`src/rtl/instr_encoder_if.sv`:
```
// Handshake and instruction-memory write bus for instr_encoder.
// master drives the field set; slave is the encoder.
interface instr_encoder_if;
  logic        start;
  logic        in_valid;
  logic        in_ready;
  logic        in_last;
  logic [3:0]  Cond;
  logic [1:0]  Op;
  logic [5:0]  Funct;
  logic [3:0]  Rn;
  logic [3:0]  Rd;
  logic [11:0] Src2;
  logic [23:0] Imm24;
  logic        MemWE;
  logic [31:0] Adr;
  logic [31:0] WD;
  logic [10:0] count;
  logic        done;
  logic        err;

  modport master (
    output start, in_valid, in_last, Cond, Op, Funct, Rn, Rd, Src2, Imm24,
    input  in_ready, MemWE, Adr, WD, count, done, err
  );

  modport slave (
    input  start, in_valid, in_last, Cond, Op, Funct, Rn, Rd, Src2, Imm24,
    output in_ready, MemWE, Adr, WD, count, done, err
  );
endinterface

```
`src/rtl/instr_encoder.sv`:
```
// Encodes instruction field sets into 32-bit words and writes them to instruction memory.
// Optional macro ENCODER_CMD_CHECK_EN also rejects unsupported data-processing commands.
module instr_encoder #(
  parameter logic [31:0] BASE_ADDR = 32'h0000_0000,
  parameter int unsigned DEPTH     = 64
) (
  input logic            clk,
  input logic            reset,
  instr_encoder_if.slave bus
);

  typedef enum logic [1:0] {StIdle, StLoad, StWrite, StDone} state_e;

  localparam logic [10:0] DepthW = 11'(DEPTH);

  state_e      state_q, state_d;
  logic [10:0] count_q, count_d;
  logic        err_q, err_d;
  logic        last_q, last_d;
  logic [31:0] adr_q, adr_d;
  logic [31:0] wd_q, wd_d;
  logic        cmd_bad;
  logic        illegal;
  logic [31:0] enc_word;
  logic [10:0] count_inc;

`ifdef ENCODER_CMD_CHECK_EN
  assign cmd_bad = (bus.Op == 2'b00) &&
                   !((bus.Funct[4:1] == 4'b0100) || (bus.Funct[4:1] == 4'b0010) ||
                     (bus.Funct[4:1] == 4'b0000) || (bus.Funct[4:1] == 4'b1100));
`else
  assign cmd_bad = 1'b0;
`endif

  assign illegal   = (bus.Op == 2'b11) || cmd_bad;
  assign count_inc = count_q + 11'd1;

  always_comb begin
    if (bus.Op == 2'b10) begin
      enc_word = {bus.Cond, 2'b10, bus.Funct[5:4], bus.Imm24};
    end else begin
      enc_word = {bus.Cond, bus.Op, bus.Funct, bus.Rn, bus.Rd, bus.Src2};
    end
  end

  always_ff @(posedge clk or negedge reset) begin
    if (!reset) begin
      state_q <= StIdle;
    end else begin
      state_q <= state_d;
    end
  end

  // Address and word are formed at capture; count cannot change before the WRITE cycle.
  always_comb begin
    state_d = state_q;
    count_d = count_q;
    err_d   = err_q;
    last_d  = last_q;
    adr_d   = adr_q;
    wd_d    = wd_q;
    unique case (state_q)
      StIdle: begin
        if (bus.start) begin
          state_d = StLoad;
          count_d = '0;
          err_d   = 1'b0;
        end
      end
      StLoad: begin
        if (bus.in_valid) begin
          if (illegal) begin
            err_d = 1'b1;
            if (bus.in_last) state_d = StDone;
          end else begin
            last_d  = bus.in_last;
            adr_d   = BASE_ADDR + {19'd0, count_q, 2'b00};
            wd_d    = enc_word;
            state_d = StWrite;
          end
        end
      end
      StWrite: begin
        count_d = count_inc;
        state_d = (last_q || (count_inc == DepthW)) ? StDone : StLoad;
      end
      StDone: begin
        if (bus.start) begin
          state_d = StLoad;
          count_d = '0;
          err_d   = 1'b0;
        end
      end
      default: state_d = StIdle;
    endcase
  end

  always_ff @(posedge clk or negedge reset) begin
    if (!reset) begin
      count_q <= '0;
      err_q   <= 1'b0;
      last_q  <= 1'b0;
      adr_q   <= '0;
      wd_q    <= '0;
    end else begin
      count_q <= count_d;
      err_q   <= err_d;
      last_q  <= last_d;
      adr_q   <= adr_d;
      wd_q    <= wd_d;
    end
  end

  always_comb begin
    bus.in_ready = (state_q == StLoad);
    bus.MemWE    = (state_q == StWrite);
    bus.done     = (state_q == StDone);
    bus.count    = count_q;
    bus.err      = err_q;
    bus.Adr      = adr_q;
    bus.WD       = wd_q;
  end

endmodule

```
`src/flat_wrapper.sv`:
```
// flat-port wrapper written by rule: the top's interface ports become plain ports
module instr_encoder_flat 
#(
  parameter logic [31:0] BASE_ADDR = 32'h0000_0000,
  parameter int unsigned DEPTH     = 64
)
  (clk, reset, bus_start, bus_in_valid, bus_in_last, bus_Cond, bus_Op, bus_Funct, bus_Rn, bus_Rd, bus_Src2, bus_Imm24, bus_in_ready, bus_MemWE, bus_Adr, bus_WD, bus_count, bus_done, bus_err);
  instr_encoder_if bus_i ();
  input logic clk;
  input logic reset;
  input wire logic [$bits(bus_i.start)-1:0] bus_start;
  input wire logic [$bits(bus_i.in_valid)-1:0] bus_in_valid;
  input wire logic [$bits(bus_i.in_last)-1:0] bus_in_last;
  input wire logic [$bits(bus_i.Cond)-1:0] bus_Cond;
  input wire logic [$bits(bus_i.Op)-1:0] bus_Op;
  input wire logic [$bits(bus_i.Funct)-1:0] bus_Funct;
  input wire logic [$bits(bus_i.Rn)-1:0] bus_Rn;
  input wire logic [$bits(bus_i.Rd)-1:0] bus_Rd;
  input wire logic [$bits(bus_i.Src2)-1:0] bus_Src2;
  input wire logic [$bits(bus_i.Imm24)-1:0] bus_Imm24;
  output wire logic [$bits(bus_i.in_ready)-1:0] bus_in_ready;
  output wire logic [$bits(bus_i.MemWE)-1:0] bus_MemWE;
  output wire logic [$bits(bus_i.Adr)-1:0] bus_Adr;
  output wire logic [$bits(bus_i.WD)-1:0] bus_WD;
  output wire logic [$bits(bus_i.count)-1:0] bus_count;
  output wire logic [$bits(bus_i.done)-1:0] bus_done;
  output wire logic [$bits(bus_i.err)-1:0] bus_err;
  assign bus_i.start = bus_start;
  assign bus_i.in_valid = bus_in_valid;
  assign bus_i.in_last = bus_in_last;
  assign bus_i.Cond = bus_Cond;
  assign bus_i.Op = bus_Op;
  assign bus_i.Funct = bus_Funct;
  assign bus_i.Rn = bus_Rn;
  assign bus_i.Rd = bus_Rd;
  assign bus_i.Src2 = bus_Src2;
  assign bus_i.Imm24 = bus_Imm24;
  assign bus_in_ready = bus_i.in_ready;
  assign bus_MemWE = bus_i.MemWE;
  assign bus_Adr = bus_i.Adr;
  assign bus_WD = bus_i.WD;
  assign bus_count = bus_i.count;
  assign bus_done = bus_i.done;
  assign bus_err = bus_i.err;
  instr_encoder #(.BASE_ADDR(BASE_ADDR), .DEPTH(DEPTH)) u_core (.clk(clk), .reset(reset), .bus(bus_i));
endmodule
```
`config.mk`:
```
export PLATFORM = sky130hd
export DESIGN_NAME = instr_encoder_flat
export DESIGN_NICKNAME = d
export VERILOG_FILES = /design/src/rtl/instr_encoder_if.sv /design/src/rtl/instr_encoder.sv /design/src/flat_wrapper.sv
export SDC_FILE = /design/constraint.sdc
export NUM_CORES = 1
export LEC_CHECK = 0
export ABC_AREA = 1
export BUFFER_PORTS_ARGS = -buffer_cell sky130_fd_sc_hd__buf_2
export CORE_AREA = 2 2 80 82
export CTS_CLUSTER_DIAMETER = 40
export DETAILED_ROUTE_END_ITERATION = 7
export DIE_AREA = 0 0 82 84
export HOLD_SLACK_MARGIN = 0.15
export PLACE_DENSITY = 0.84
export SLEW_MARGIN = 30
export SYNTH_ARGS = -nofsm -noshare
export SYNTH_HDL_FRONTEND = slang
export SYNTH_SLANG_ARGS = --single-unit
```
`constraint.sdc`:
```
create_clock -name clk -period 4.61 [get_ports clk]
set_input_delay 0.461 -clock clk [delete_from_list [all_inputs] [get_ports clk]]
set_output_delay 0.461 -clock clk [all_outputs]
set_load 0.02 [all_outputs]
```
==> results.sh, run 1 <==
export IMPL_status="finished, final reports clean"
export IMPL_crit_family="simple AND/OR/NAND/NOR gates"
export IMPL_arrival_ps=2500
export IMPL_max_freq_mhz=440
export IMPL_hp_class="primary input to async pin"
export IMPL_finalSetupTns_ps=0
export IMPL_synth_edf_count=0
export IMPL_final_area_um2=3740
export IMPL_die_w_um=82
export IMPL_wirelength_mm=7.33
export IMPL_post_route_period_util_pct=49.3
export IMPL_rsz0062_at_grt="no"
export IMPL_htree_levels=3
export IMPL_grt_usage_pct=22.0
export IMPL_power_leakage_uw=0.00199
export IMPL_critPathRequiredTime_ps=4840
export IMPL_crit_buf_inv=2
export IMPL_cts_resized=0
export IMPL_insertion_delay_ps=330
export IMPL_antenna_found_initial=0
export IMPL_cts_sinks=58
export IMPL_cts_root_buf="clkbuf_8"
export IMPL_viasPerCell=5.10
export IMPL_port_buffers=118
export IMPL_synth_seq_cells=58
export IMPL_grt_pass1_vias=2685
export IMPL_timing_hold_ws_ps=278
export IMPL_cts_setup_buffers=0
export IMPL_postRouteAntennaNets=0
export IMPL_ys_types=27
export IMPL_slew_violations=0
export IMPL_setup_worst_path_class="primary input to flop"
export IMPL_fp_dieH_um=84
export IMPL_cts_made_buffers=9
export IMPL_yosys_warnings=0
export IMPL_fp_dieArea_um2=6890
export IMPL_fin_ws_ps=2340
export IMPL_dp_hpwl_mm=5.06
export IMPL_relSlewSlack_pct=42.1
export IMPL_clkTransAtPathRegs_ps=70
export IMPL_layout_common_cells="118 x buf_2, 91 x nand2_1, 58 x dfrtp_1"
export IMPL_synthToLayoutAreaGrowth_pct=26.9
export IMPL_path_cells="buf_2, clkinv_1, nand2_1, nor2_1, o31ai_1"
export IMPL_worst_setup_path_end_kind="flop"
export IMPL_place_congestion=0.871
export IMPL_fp_row_count=29
export IMPL_ys_flop_type="dfrtp_1"
export IMPL_clockBufferDepth=2
export IMPL_pre_cts_ws_ps=2050
export IMPL_peakVddDrop_uv=384
export IMPL_cpMaxStageDelayCell="nand2_1"
export IMPL_antennaDiodeCount=0
export IMPL_floorplan_initialDensity_pct=48.3
export IMPL_synthCells=357
export IMPL_syn_avg_cell_area_um2=8.25
export IMPL_drv_cap=0
export IMPL_ys_async_sr_fraction_pct=100
export IMPL_drive_gt1_share_pct=30.3
export IMPL_yosysSeqAreaShare_pct=49.3
export IMPL_r2r_cells=6
export IMPL_place_inst=536
export IMPL_drc=0
export IMPL_core_area_um2=6100
export IMPL_drtPass1Iterations=5
export IMPL_overflow=0
export IMPL_max_stage_delay_ps=940
export IMPL_cp_num_cells=5
export IMPL_grt_pass1_wl_mm=11.9
export IMPL_setup_viol=0
export IMPL_crit_fanout=26
export IMPL_vias=2817
export IMPL_grt_max_degree=80
export IMPL_wl_per_cell_um=13.3
export IMPL_fin_cells=552
export IMPL_p_per_area_nw_per_um2=578
export IMPL_postPlaceCellArea_um2=3490
export IMPL_min_period_ps=2280
export IMPL_nNetsFinal=536
export IMPL_pin_count=140
export IMPL_finClkSkew_ps=7.08
export IMPL_final_common_cell="buf_2"
export IMPL_hold_viol_final=0
export IMPL_cp_start_kind="primary input"
export IMPL_cts_tree="yes"
export IMPL_synth_area_um2=2950
export IMPL_worstMarginPinSlew_ps=867
export IMPL_cts_hold_buf=0
export IMPL_drt_iter0_markers=150
-- final timing paths --
path,endpoint,from,slack [ps]
max,u_core.bus.WD[15],bus_Op[0],2340
min reg2reg,u_core.bus.WD[24],u_core.bus.WD[24],480
min in group clk,u_core.bus.WD[25],bus_Funct[5],330
min,u_core.bus.err,reset,280
max in group asynchronous,u_core.bus.WD[21],reset,3850
max reg2reg,u_core.bus.count[10],u_core.state_q[0],2680
-- flip-flops by register name, indices dropped and copies added (netlist names) --
register / flops
u_core.bus.WD: 32
u_core.bus.count: 11
u_core.last_q: 1
u_core.bus.Adr: 11
u_core.state_q: 2
u_core.bus.err: 1
-- report_power, final --
group	switching, uW	total, uW	internal, uW
registers	89.4	758	668
clock network	213	588	375
logic	553	817	265
-- metal layers --
layer  track usage, %  up-vias  share of wire, %
li1                 -     1367                 -
met1             29.4     1307                45
met2             34.3      126                46
met3             4.00       17               7.1
met4             10.2        0               2.0
met5                0        -                 0
-- stage by stage --
step	util, %	power [uW]
detailed placement	57.2	1580
finish	61.4	2160
global placement	57.2	1560
global route	61.4	2300
floorplan	-	1330
CTS	61.4	2180
-- worst reg2reg max path, delay by kind of cell (launching register included) --
kind | cells | cell delay (ps)
simple gates | 2 | 600
compound gates | 1 | 180
buf+inv | 2 | 260
flops | 1 | 420
fa+ha+maj | 1 | 320
-- cells by family after synthesis --
| group | Yosys count | synth area share, % |
|---|---|---|
| compound gates | 80 | 16.2 |
| buf+inv | 60 | 11.0 |
| flops | 58 | 49.3 |
| simple gates | 153 | 21.3 |
| fa+ha+maj | 5 | 2.12 |
| other cells | 1 | 0.127 |
-- Yosys cell counts (all sizes together) (2+ instances only) --
cell     n  share of area (%)
nand3   17                3.2
dfrtp   58                 49
nand2   92                 12
buf     26                6.3
clkbuf  12                1.9
clkinv   3               0.38
o31ai   24                6.1
inv     19                2.4
ha       5                2.1
nor3     2               0.34
o22ai    5                1.1
a21oi   25                4.4
o21ai   23                3.9
nor2    40                5.5
-- final cells by class --
class                      instances  area (um2)
tap                               77        96.3
timing repair buffer             120         606
clock buffer                      10         138
sequential                        58        1450
inverter                          22        82.6
clock inverter                     6         114
multi-input combinational        259        1250
fill                             539        2360
(Power assumes the default switching activity.)
==> inputs of run 2 (changes only) <==
--- a/config.mk
+++ b/config.mk
@@ -5,14 +5,14 @@
 export SDC_FILE = /design/constraint.sdc
 export NUM_CORES = 1
 export LEC_CHECK = 0
-export ABC_AREA = 1
+export ABC_AREA = 0
 export BUFFER_PORTS_ARGS = -buffer_cell sky130_fd_sc_hd__buf_2
-export CORE_AREA = 2 2 80 82
+export CORE_AREA = 2 2 88 90
 export CTS_CLUSTER_DIAMETER = 40
 export DETAILED_ROUTE_END_ITERATION = 7
-export DIE_AREA = 0 0 82 84
+export DIE_AREA = 0 0 90 92
 export HOLD_SLACK_MARGIN = 0.15
-export PLACE_DENSITY = 0.84
+export PLACE_DENSITY = 0.75
 export SLEW_MARGIN = 30
 export SYNTH_ARGS = -nofsm -noshare
 export SYNTH_HDL_FRONTEND = slang
==> constraint.sdc (replaced) <==
create_clock -name clk -period 1.95 [get_ports clk]
set_input_delay 0.195 -clock clk [delete_from_list [all_inputs] [get_ports clk]]
set_output_delay 0.195 -clock clk [all_outputs]
set_load 0.02 [all_outputs]
==> results.sh, run 2 <==
export IMPL_setup_viol=0
export IMPL_postRouteAntennaNets=0
export IMPL_cts_root_buf="clkbuf_8"
export IMPL_power_leakage_uw=0.00200
export IMPL_drt_iter0_markers=115
export IMPL_grt_pass1_vias=2398
export IMPL_wirelength_mm=7.17
export IMPL_synth_area_leader_cell="dfrtp_1"
export IMPL_die_w_um=90
export IMPL_cp_start_kind="flop"
export IMPL_finalSetupTns_ps=0
export IMPL_timing_hold_ws_ps=151
export IMPL_crit_buf_inv=1
export IMPL_fin_ws_ps=207
export IMPL_floorplan_initialDensity_pct=40.5
export IMPL_worstMarginPinSlew_ps=615
export IMPL_max_stage_delay_ps=410
export IMPL_yosys_warnings=0
export IMPL_largest_register_ffs=32
export IMPL_min_period_ps=1740
export IMPL_arrival_ps=1980
export IMPL_crit_family="simple AND/OR/NAND/NOR gates"
export IMPL_antenna_found_initial=0
export IMPL_htree_levels=3
export IMPL_relSlewSlack_pct=59.0
export IMPL_final_common_cell="buf_2"
export IMPL_fp_dieArea_um2=8280
export IMPL_dp_hpwl_mm=5.12
export IMPL_cts_made_buffers=9
export IMPL_rsz0062_at_grt="no"
export IMPL_ys_flop_type="dfrtp_1"
export IMPL_wl_met3_um=368
export IMPL_cp_num_cells=5
export IMPL_synth_seq_cells=58
export IMPL_hold_viol_final=0
export IMPL_r2r_cells=5
export IMPL_total_power_uw=5100
export IMPL_top_layer="met4"
export IMPL_peakVddDrop_uv=894
export IMPL_status="finished, final reports clean"
export IMPL_viasPerCell=4.80
export IMPL_p_per_area_nw_per_um2=1300
export IMPL_netlist_top_cells_count="58 x dfrtp_1, 40 x o21ai_0, 37 x nand2_1"
export IMPL_synthTopCellsByArea="dfrtp_1 48%, mux2i_1 8.0%, mux2_2 7.1%"
export IMPL_finClkSkew_ps=7.45
export IMPL_drive_gt1_share_pct=39.3
export IMPL_grt_usage_pct=17.1
export IMPL_insertion_delay_ps=330
export IMPL_drv_cap=0
export IMPL_hp_class="primary input to flop"
export IMPL_fp_dieH_um=92
export IMPL_grt_max_degree=45
export IMPL_antennaDiodeCount=0
export IMPL_cpMaxStageDelayCell="dfrtp_1"
export IMPL_layout_common_cells="118 x buf_2, 58 x dfrtp_1, 40 x o21ai_0"
export IMPL_worst_setup_path_end_kind="flop"
export IMPL_synth_top_area_share_pct=48.2
export IMPL_post_route_period_util_pct=89.4
export IMPL_place_congestion=0.862
export IMPL_crit_fanout=8
export IMPL_clkTransAtPathRegs_ps=70
export IMPL_core_area_um2=7450
export IMPL_slew_violations=0
export IMPL_yosysSeqAreaShare_pct=48.2
export IMPL_drt_met1_wl_mm=3.09
export IMPL_cts_setup_buffers=0
export IMPL_wl_per_cell_um=13.7
export IMPL_syn_avg_cell_area_um2=10.5
export IMPL_cts_sinks=58
export IMPL_synth_area_um2=3010
export IMPL_clockBufferDepth=2
export IMPL_path_cells="inv_1, ha_1, nor2_1, nand3_1, o31ai_1"
export IMPL_overflow=0
export IMPL_grt_pass1_wl_mm=11.3
export IMPL_port_buffers=118
export IMPL_synthToLayoutAreaGrowth_pct=30.2
export IMPL_nNetsFinal=483
export IMPL_vias=2515
export IMPL_fin_util_pct=52.7
export IMPL_pre_cts_ws_ps=215
export IMPL_critPathRequiredTime_ps=2190
export IMPL_nFillCells=706
export IMPL_drtPass1Iterations=4
export IMPL_ys_async_sr_fraction_pct=100
export IMPL_holdPathStages=3
export IMPL_fp_row_count=32
export IMPL_setup_worst_path_class="flop to flop"
export IMPL_ys_types=42
export IMPL_max_freq_mhz=574
export IMPL_drc=0
export IMPL_pin_count=140
export IMPL_cts_tree="yes"
export IMPL_synth_edf_count=0
export IMPL_route_met2_wl_mm=3.61
export IMPL_yosysMostFrequentCell="dfrtp_1"
export IMPL_synthCells=287
export IMPL_r2r_slack_ps=210
==> run 2: power breakdown <==
group	switching, uW	internal [uW]	leakage [uW]	total, uW
clock	464	588	0.0000914	1050
combinational	1370	820	0.00116	2190
sequential	248	1600	0.000747	1850
==> run 2: final timing paths <==
path,start,end
min reg2reg,u_core.bus.Adr[8],u_core.bus.Adr[8]
min in group asynchronous,reset,u_core.bus.Adr[4]
max reg2reg,u_core.state_q[0],u_core.bus.count[9]
max in group asynchronous,reset,u_core.bus.WD[7]
max,u_core.state_q[0],u_core.bus.count[9]
min,bus_Rd[1],u_core.bus.WD[13]
==> run 2: worst min-delay path: cells and delay by family <==
family	cells	cell delay (ps)
buf+inv	1	70
mux	1	50
compound gates	1	120
==> run 2: what timing repair did <==
| item | 4_1_cts | 5_1_grt |
|---|---|---|
| hold buffers | 11 | 0 |
| hold endpoints to repair | 35 | 0 |
| setup endpoints to repair | 0 | 1 |
| resized for setup | 0 | 1 |
==> run 2: per-layer routing <==
layer  vias up  GRT usage (%)
li1       1232              -
met1      1183           21.5
met2        92           28.9
met3         8           3.20
met4         0           7.31
met5         -              0
==> run 2: area by class of cell <==
type / instances / area (um2) / area share, %
flip-flops and latches: 58 / 1450 / 37.0
clock inverters: 3 / 40.0 / 1.02
repair buffers: 138 / 781 / 19.9
multi-input cells: 204 / 1360 / 34.7
inverters: 6 / 22.5 / 0.574
well taps: 102 / 128 / 3.25
clock buffers: 13 / 139 / 3.54
==> run 2: stage by stage <==
stage | instance area, um2 | std cells
4_1_cts | 3920 | 524
6_report | 3920 | 524
3_5_place_dp | 3630 | 497
3_3_place_gp | 3630 | 497
5_1_grt | 3920 | 524
2_1_floorplan | 3090 | 307
==> run 2: cells by family after synthesis <==
family	count (synthesis)	share of synthesized area [%]
flops	58	48.2
mux	43	15.1
other cells	1	0.124
xor+xnor	2	0.581
buf+inv	45	9.63
simple gates	67	11.4
fa+ha+maj	5	2.08
compound gates	66	13.0
